$ cat config.mk
export PLATFORM = sky130hd
export DESIGN_NAME = spi_stream_bridge
export DESIGN_NICKNAME = d
export VERILOG_FILES = /design/src/rtl/spi_stream_bridge.sv
export SDC_FILE = /design/constraint.sdc
export NUM_CORES = 1
export LEC_CHECK = 0
export BUFFER_PORTS_ARGS = -buffer_cell sky130_fd_sc_hd__buf_2
export CORE_UTILIZATION = 45
export DETAILED_ROUTE_END_ITERATION = 12
export PLACE_DENSITY = 0.65
export SKIP_CTS_REPAIR_TIMING = 1
export SYNTH_ARGS = -nofsm -noshare
export SYNTH_HDL_FRONTEND = slang
export SYNTH_SLANG_ARGS = --single-unit
$ cat constraint.sdc
create_clock -name clk -period 2.9 [get_ports clk]
set_input_delay 0.145 -clock clk [delete_from_list [all_inputs] [get_ports clk]]
set_output_delay 0.145 -clock clk [all_outputs]
set_load 0.05 [all_outputs]
$ cat src/rtl/spi_stream_bridge.sv
// Flow-controlled bridge between an on-chip word producer and the SPI_Slave core:
// a TX FIFO popped on each SPI transfer start, plus a latched RX word path.
module spi_stream_bridge #(
  parameter int                    DATA_WIDTH  = 8,
  parameter int                    DEPTH       = 16,
  parameter int                    SYNC_STAGES = 3,
  parameter logic [DATA_WIDTH-1:0] FILL_WORD   = '0
) (
  input  logic                         clk,
  input  logic                         rst,
  input  logic                         clear,
  input  logic                         wr_valid,
  input  logic [DATA_WIDTH-1:0]        wr_data,
  output logic                         wr_full,
  output logic [$clog2(DEPTH+1)-1:0]   level,
  input  logic                         spi_busy,
  output logic [DATA_WIDTH-1:0]        spi_data_in,
  output logic                         spi_data_in_valid,
  input  logic [DATA_WIDTH-1:0]        spi_data_out,
  input  logic                         spi_data_out_valid,
  output logic [DATA_WIDTH-1:0]        rx_data,
  output logic                         rx_valid,
  output logic                         overflow,
  output logic                         underflow
);

  localparam int AW = $clog2(DEPTH);
  localparam int LW = $clog2(DEPTH + 1);
  localparam logic [LW-1:0] FULL_LEVEL = LW'(DEPTH);

  logic [DATA_WIDTH-1:0]  mem [DEPTH];
  logic [AW-1:0]          wptr;
  logic [AW-1:0]          rptr;
  logic [SYNC_STAGES-1:0] sync;

  logic busy_rise;
  logic fifo_empty;
  logic pop_fifo;
  logic push_ok;

  assign busy_rise  = !sync[SYNC_STAGES-1] && sync[SYNC_STAGES-2];
  assign fifo_empty = (level == '0);
  assign wr_full    = (level == FULL_LEVEL);
  assign pop_fifo   = busy_rise && !fifo_empty;
  assign push_ok    = wr_valid && (!wr_full || pop_fifo);

  // Memory has no reset; writes are suppressed during rst and clear.
  always_ff @(posedge clk) begin
    if (!rst && !clear && push_ok) begin
      mem[wptr] <= wr_data;
    end
  end

  // The chain resets to all ones so that a spi_busy still high from an
  // interrupted transfer cannot look like a fresh rising edge after reset.
  always_ff @(posedge clk) begin
    if (rst) begin
      sync              <= '1;
      wptr              <= '0;
      rptr              <= '0;
      level             <= '0;
      overflow          <= 1'b0;
      underflow         <= 1'b0;
      spi_data_in       <= FILL_WORD;
      spi_data_in_valid <= 1'b0;
      rx_data           <= '0;
      rx_valid          <= 1'b0;
    end else begin
      sync <= {sync[SYNC_STAGES-2:0], spi_busy};

      if (clear) begin
        rx_valid <= 1'b0;
      end else begin
        rx_valid <= spi_data_out_valid;
        if (spi_data_out_valid) begin
          rx_data <= spi_data_out;
        end
      end

      if (clear) begin
        wptr              <= '0;
        rptr              <= '0;
        level             <= '0;
        overflow          <= 1'b0;
        underflow         <= 1'b0;
        spi_data_in_valid <= 1'b0;
      end else begin
        spi_data_in_valid <= busy_rise;
        if (push_ok) begin
          wptr <= wptr + 1'b1;
        end else if (wr_valid) begin
          overflow <= 1'b1;
        end
        if (busy_rise) begin
          if (fifo_empty) begin
            spi_data_in <= FILL_WORD;
            underflow   <= 1'b1;
          end else begin
            spi_data_in <= mem[rptr];
            rptr        <= rptr + 1'b1;
          end
        end
        level <= level + {{(LW-1){1'b0}}, push_ok} - {{(LW-1){1'b0}}, pop_fifo};
      end
    end
  end

endmodule

==> reports/qor.txt, run 1 <==
Final worst path period share -> 90.3%
Fmax -> 382 MHz
Max cap viols -> 0
Critical path required time -> 3.26 ns
DR DRC count -> 0
Chip height -> 123 µm
Cell area after synthesis -> 6590 µm²
Sequential-to-total area share from yosys stat -> 70.5%
Pint -> 3.87 mW
Detailed router's first-iteration violation count -> 363
Comb pwr share -> 3.7%
CTS max path bufs -> 2
Hold Path Class -> input port to flop
Die Span X -> 123 µm
First-pass GRT wire length -> 19.8 mm
Synth top area share -> 58.3%
YS warnings -> 0
RSZ-0062 raised after global routing -> no
Seq cells post-synth -> 168
Instance count of the mapped netlist -> 379
Largest area contributor in the netlist -> edfxtp_1
Syn_nets -> 412
Routed len/inst -> 19.6 µm
FFs w/ async S/R, synth -> 0%
Synth cell types -> 39
Sw frac -> 22.2%
Port Buffers -> 47
Top_reg_cell synth -> edfxtp_1
Layout cell share with drive strength beyond 1 -> 27.8%
Worst setup SP type -> flop
Tot GR Track Use -> 18.7%
Util after Layout -> 55.2%
Clock slew at reported path FFs -> 0.06 ns
Static Leakage -> 2.71 nW
Fin cells -> 654
# diodes -> 0
Die area -> 15,100 µm²
DP HPWL -> 8.20 mm
Critical path peak fanout -> 3
CTS tree -> built
Worst-Skew Late Latency -> 0.43 ns
Initial Utilization -> 46.7%
CTS Buf Count -> 17
Reg power frac -> 52.6%
Total negative setup slack -> 0 ns
Ranking of synthesized cells by area -> edfxtp_1, dfxtp_1, mux4_1, mux4_2, nor2_1
Dpl cells -> 613
Post-layout power -> 4.97 mW
P&R area growth vs syn -> 18.1%
Fillers -> 1,133
Vias per inst -> 5.39
Largest net degree at the start of global routing -> 33
Final clock skew -> 0.00690 ns
Final Hold Vio Count -> 0
Final hold slack -> 0.0215 ns
Vias in the first global route -> 3,549
Net Switching -> 1.10 mW
Most common cell in the netlist -> edfxtp_1
Worst path arrival time -> 2.98 ns
Clock sinks -> 168
Drt pass-1 iters -> 4
# setup viols final -> 0
Overflow after GRT -> 0
Clock root buffer -> clkbuf_16
Mean Syn Cell Area -> 17.4 µm²
Outcome -> finished, final reports clean
Antenna Nets Post-Route -> 0
Core area -> 14,100 µm²
Min Tclk post-route -> 2.62 ns
Max rail drop VDD -> 0.438 mV
EDFF count, synth -> 128
Crit path kind -> flop to flop
Pwr Density -> 639 nW/µm²
Worst-margin pin slew -> 0.838 ns
Endpoint class of the critical path -> flop
Max_slew headroom -> 43.9%
Drt total wl -> 12.8 mm
GP Congestion -> 0.775
Io pins -> 48
Standard-cell rows -> 43
Synth top cells by count -> edfxtp_1, dfxtp_1, nor2_1
Final-stage net count -> 494
Initial antenna violation count -> 0
Clk network pwr share -> 43.7%
Total number of vias -> 3,525
CTS H-tree lvls -> 4
Final slew viol count -> 0
## registers in the layout, indices dropped and copies added (netlist names), named ones only
register / count
rx_data: 8
wptr: 4
level: 5
rptr: 4
spi_data_in: 8
sync: 3
spi_data_in_valid: 1
underflow: 1
rx_valid: 1
overflow: 1
mem: 128
## power by group through the flow
| stage | logic [mW] | registers (mW) | clock network [mW] |
|---|---|---|---|
| final | 0.186 | 2.61 | 2.17 |
| after global routing | 0.204 | 2.61 | 2.30 |
| after CTS | 0.176 | 2.61 | 2.20 |
| after detailed placement | 0.175 | 2.66 | 0 |
| after global placement | 0.171 | 2.66 | 0 |
| after floorplan | 0.0706 | 2.70 | 0 |
## per-layer routing
layer | track usage, % | part of all wire [%] | vias up
met5 | 0 | 0 | -
met4 | 9.26 | 1.7 | 0
met3 | 3.60 | 4.0 | 22
met2 | 29.6 | 49 | 83
met1 | 24.8 | 46 | 1774
li1 | - | - | 1646
## worst max-delay path, stage by stage, from the launching register on
cell,delay (ns)
dfxtp_1,0.33
inv_1,0.08
ha_1,0.20
nor4b_2,0.29
or3_1,0.22
o21ai_0,0.11
ha_1,0.22
fa_1,0.41
a21oi_1,0.16
nor2_1,0.06
or3_1,0.33
a21oi_1,0.13
## cell families after synthesis
kind of cell             share of synthesized area, %
multiplexers                                     14.6
adder cells (fa/ha/maj)                          2.20
AND/OR/NAND/NOR                                  6.50
XOR/XNOR                                         1.06
buffers and inverters                            1.99
flip-flops                                       70.5
AO/OA/AOI/OAI                                    3.13
## cell type report
type                       count  area [µm²]  share of cell area, %
clock buffer                  17         425                   5.47
timing repair buffer          80         505                   6.50
sequential                   168        4650                   59.7
clock inverter                15         141                   1.82
inverter                       6        22.5                  0.290
tap                          180         225                   2.90
multi-input combinational    188        1810                   23.3
## cell usage in the layout (no fill, tap or decap), types with 10 or more instances in the layout
cell type	count
edfxtp_1	128
nand2_1	21
mux4_2	13
ha_1	10
dfxtp_1	39
clkbuf_16	17
buf_4	24
mux4_1	19
a21oi_1	14
nor2_1	37
buf_2	47
## final timing paths
kind	start	endpoint	slack (ns)	cells after the start
max	level[2]	level[4]	0.28	11
min	wr_valid	overflow	0.02	3
max reg2reg	level[2]	level[4]	0.28	11
min reg2reg	sync[0]	sync[1]	0.41	1
## through the flow
step	instance area [µm²]	setup slack (ns)
6_report	7780	0.280
5_1_grt	7780	0.0427
4_1_cts	7690	0.211
3_5_place_dp	7120	0.230
3_3_place_gp	7120	0.292
2_1_floorplan	6590	0.0930
(Power assumes the default switching activity.)
==> run 2, diff against run 1 <==
--- a/config.mk
+++ b/config.mk
@@ -7,6 +7,7 @@
 export LEC_CHECK = 0
 export BUFFER_PORTS_ARGS = -buffer_cell sky130_fd_sc_hd__buf_2
 export CORE_UTILIZATION = 45
+export CTS_BUF_LIST = sky130_fd_sc_hd__clkbuf_4 sky130_fd_sc_hd__clkbuf_8
 export DETAILED_ROUTE_END_ITERATION = 12
 export PLACE_DENSITY = 0.65
 export SKIP_CTS_REPAIR_TIMING = 1
==> run 2 against run 1 <==
Against the previous run: the run now ends with hold timing left; combinational power barely moved; hold slack got worse by 0.025 ns; die area did not move; clock skew rose by 0.0027 ns; register-to-register slack barely moved; final cell count did not move; first-iteration DRC count fell by 11%; critical endpoint unchanged; largest power group unchanged.
==> reports/qor.txt, run 2 (same netlist as run 1, synthesis figures left out) <==
Outcome -> finished, violations left
Failing checks -> hold timing
Fillers -> 1,166 (+2.9%)
Worst-Skew Late Latency -> 0.45 ns (+0.02 ns)
Initial Utilization -> 46.7% (unchanged)
Max incr delay on CP -> 0.41 ns (about the same)
P&R area growth vs syn -> 15.2%
Routed metal-1 wirelength -> 5.68 mm (-3.2%)
Standard-cell rows -> 43 (unchanged)
DR DRC count -> 0 (unchanged)
Pint -> 3.36 mW (-13%)
Drt total wl -> 12.7 mm (-1.0%)
Final hold slack -> -0.00327 ns (-0.0248 ns)
Detailed router's first-iteration violation count -> 323 (-11%)
Dpl ws -> 0.230 ns (unchanged)
CTS max path bufs -> 2 (unchanged)
Clock sinks -> 168 (unchanged)
Comb pwr share -> 4.2% (+0.5 points)
Max_slew headroom -> 44.8% (+0.89 points)
Reg2Reg Depth -> 11 (unchanged)
Initial antenna violation count -> 0 (unchanged)
# diodes -> 0 (unchanged)
Worst path arrival time -> 3.01 ns (+0.03 ns)
Drt pass-1 iters -> 4 (unchanged)
Worst R2R Setup Slack -> 0.28 ns (about the same)
CTS Buf Count -> 17 (unchanged)
Max cap viols -> 0 (unchanged)
Reg-to-reg startpoint -> level[2]
Clock root buffer -> clkbuf_8
Hold Path Class -> input port to flop
Crit path capture -> level[4]
Antenna Nets Post-Route -> 0 (unchanged)
Critical path required time -> 3.29 ns (+0.03 ns)
Total number of vias -> 3,497 (-0.79%)
Crit path kind -> flop to flop
Final Hold Vio Count -> 1 (+1)
Fmax -> 381 MHz (-0.15%)
Final slew viol count -> 0 (unchanged)
Critical Path Slowest Stage Cell -> fa_1
Largest net degree at the start of global routing -> 33 (unchanged)
Reg power frac -> 59.5% (+6.9 points)
Die area -> 15,100 µm² (unchanged)
Wire length on met3 -> 530 µm (+2.1%)
Routed len/inst -> 19.4 µm (-1.0%)
Uppermost layer routed -> met4
Sequence of cells on the critical path -> inv_1 > ha_1 > nor4b_2 > or3_1 > o21ai_0 > ha_1 > fa_1 > a21oi_1 > nor2_1 > or3_1 > a21oi_1
Total negative setup slack -> 0 ns (unchanged)
Commonest non-fill, non-tap cell in the layout -> edfxtp_1
Chip height -> 123 µm (unchanged)
Worst setup margin -> 0.276 ns (-0.00400 ns)
Metal2 WL -> 6.41 mm (+2.7%)
Top reg by flops -> mem
RSZ-0062 raised after global routing -> no
Core area -> 14,100 µm² (unchanged)
RR Endpoint -> level[4]
# setup viols final -> 0 (unchanged)
CTS tree -> built
Overflow after GRT -> 0 (unchanged)
Critical path startpoint -> level[2]
Static Leakage -> 2.62 nW (-3.2%)
First-pass GRT wire length -> 19.7 mm (-0.53%)
Worst-margin pin slew -> 0.825 ns (-0.0133 ns)
Port Buffers -> 47 (unchanged)
Top Registers -> mem x128, rx_data x8, spi_data_in x8
GP Congestion -> 0.775 (unchanged)
Clk network pwr share -> 36.3% (-7.4 points)
Sw frac -> 23.4% (+1.2 points)
Final-stage net count -> 494 (unchanged)
Endpoint class of the critical path -> flop
Tot GR Track Use -> 18.4% (-0.24 points)
Vias per inst -> 5.35 (-0.79%)
Pwr Density -> 578 nW/µm² (-9.5%)
Critical path peak fanout -> 3 (unchanged)
Final worst path period share -> 90.5% (+0.14 points)
Layout cell share with drive strength beyond 1 -> 27.8% (unchanged)
Die Span X -> 123 µm (unchanged)
Min Tclk post-route -> 2.62 ns (+0.00400 ns)
Clock slew at reported path FFs -> 0.09 ns (+0.03 ns)
Most frequent cells in the layout -> edfxtp_1, buf_2, dfxtp_1
Io pins -> 48 (unchanged)
Final clock skew -> 0.00961 ns (+0.00271 ns)
Max reg flops -> 128 (unchanged)
DP HPWL -> 8.20 mm (unchanged)
CTS H-tree lvls -> 4 (unchanged)
Worst setup SP type -> flop
Vias in the first global route -> 3,518 (-0.87%)
Net Switching -> 1.02 mW (-7.0%)
Max rail drop VDD -> 0.400 mV (-8.6%)
run 2: cell counts in the layout (fill, tap and decap cells not counted):
Identical to the previous run, type by type.
run 2: area by class of cell:
class / count / area [µm²] / area share (%)
clock inverter: 15 / 141 / 1.86
sequential: 168 / 4650 / 61.2
clock buffer: 17 / 234 / 3.08
tap: 180 / 225 / 2.97
timing repair buffer: 80 / 505 / 6.66
multi-input combinational: 188 / 1810 / 23.9
inverter: 6 / 22.5 / 0.297
run 2: worst max-delay path, delay by kind of cell, from the launching register on:
family | cells | cell delay (ns)
AND/OR/NAND/NOR | 4 | 0.90
adder cells (fa/ha/maj) | 3 | 0.83
AO/OA/AOI/OAI | 3 | 0.40
flip-flops | 1 | 0.34
buffers and inverters | 1 | 0.08
run 2: through the flow:
step                util [%]  std cells  cell area [µm²]  total power, mW  hold slack (ns)
floorplan                  -        379             6590             2.77            0.244
global placement        50.5        613             7120             2.83            0.333
detailed placement      50.5        613             7120             2.84            0.332
CTS                     53.2        645             7500             4.41           -0.154
global route            53.8        654             7590             4.53           0.0204
finish                  53.8        654             7590             4.39         -0.00327
run 2: metal layers:
metal	vias to the layer above	GRT usage (%)
li1	1648	-
met1	1755	24.6
met4	0	5.87
met3	7	4.47
met2	87	29.9
met5	-	0
run 2: power groups by stage:
stage	Sequential, mW	Combinational, mW	Clock [mW]
2_1_floorplan	2.70	0.0706	0
3_3_place_gp	2.66	0.171	0
3_5_place_dp	2.66	0.175	0
4_1_cts	2.61	0.175	1.62
5_1_grt	2.61	0.204	1.71
6_report	2.61	0.185	1.59
run 2: worst min path at each step:
stage           endpoint       start  cells past startpoint  slack (ns)
5_1_grt         overflow    wr_valid                      3        0.02
4_1_cts          sync[0]    spi_busy                      2       -0.15
6_report        overflow    wr_valid                      3      -0.003
2_1_floorplan  mem[0][0]  wr_data[0]                      0        0.24
3_3_place_gp     sync[0]    spi_busy                      2        0.33
3_5_place_dp     sync[0]    spi_busy                      2        0.33
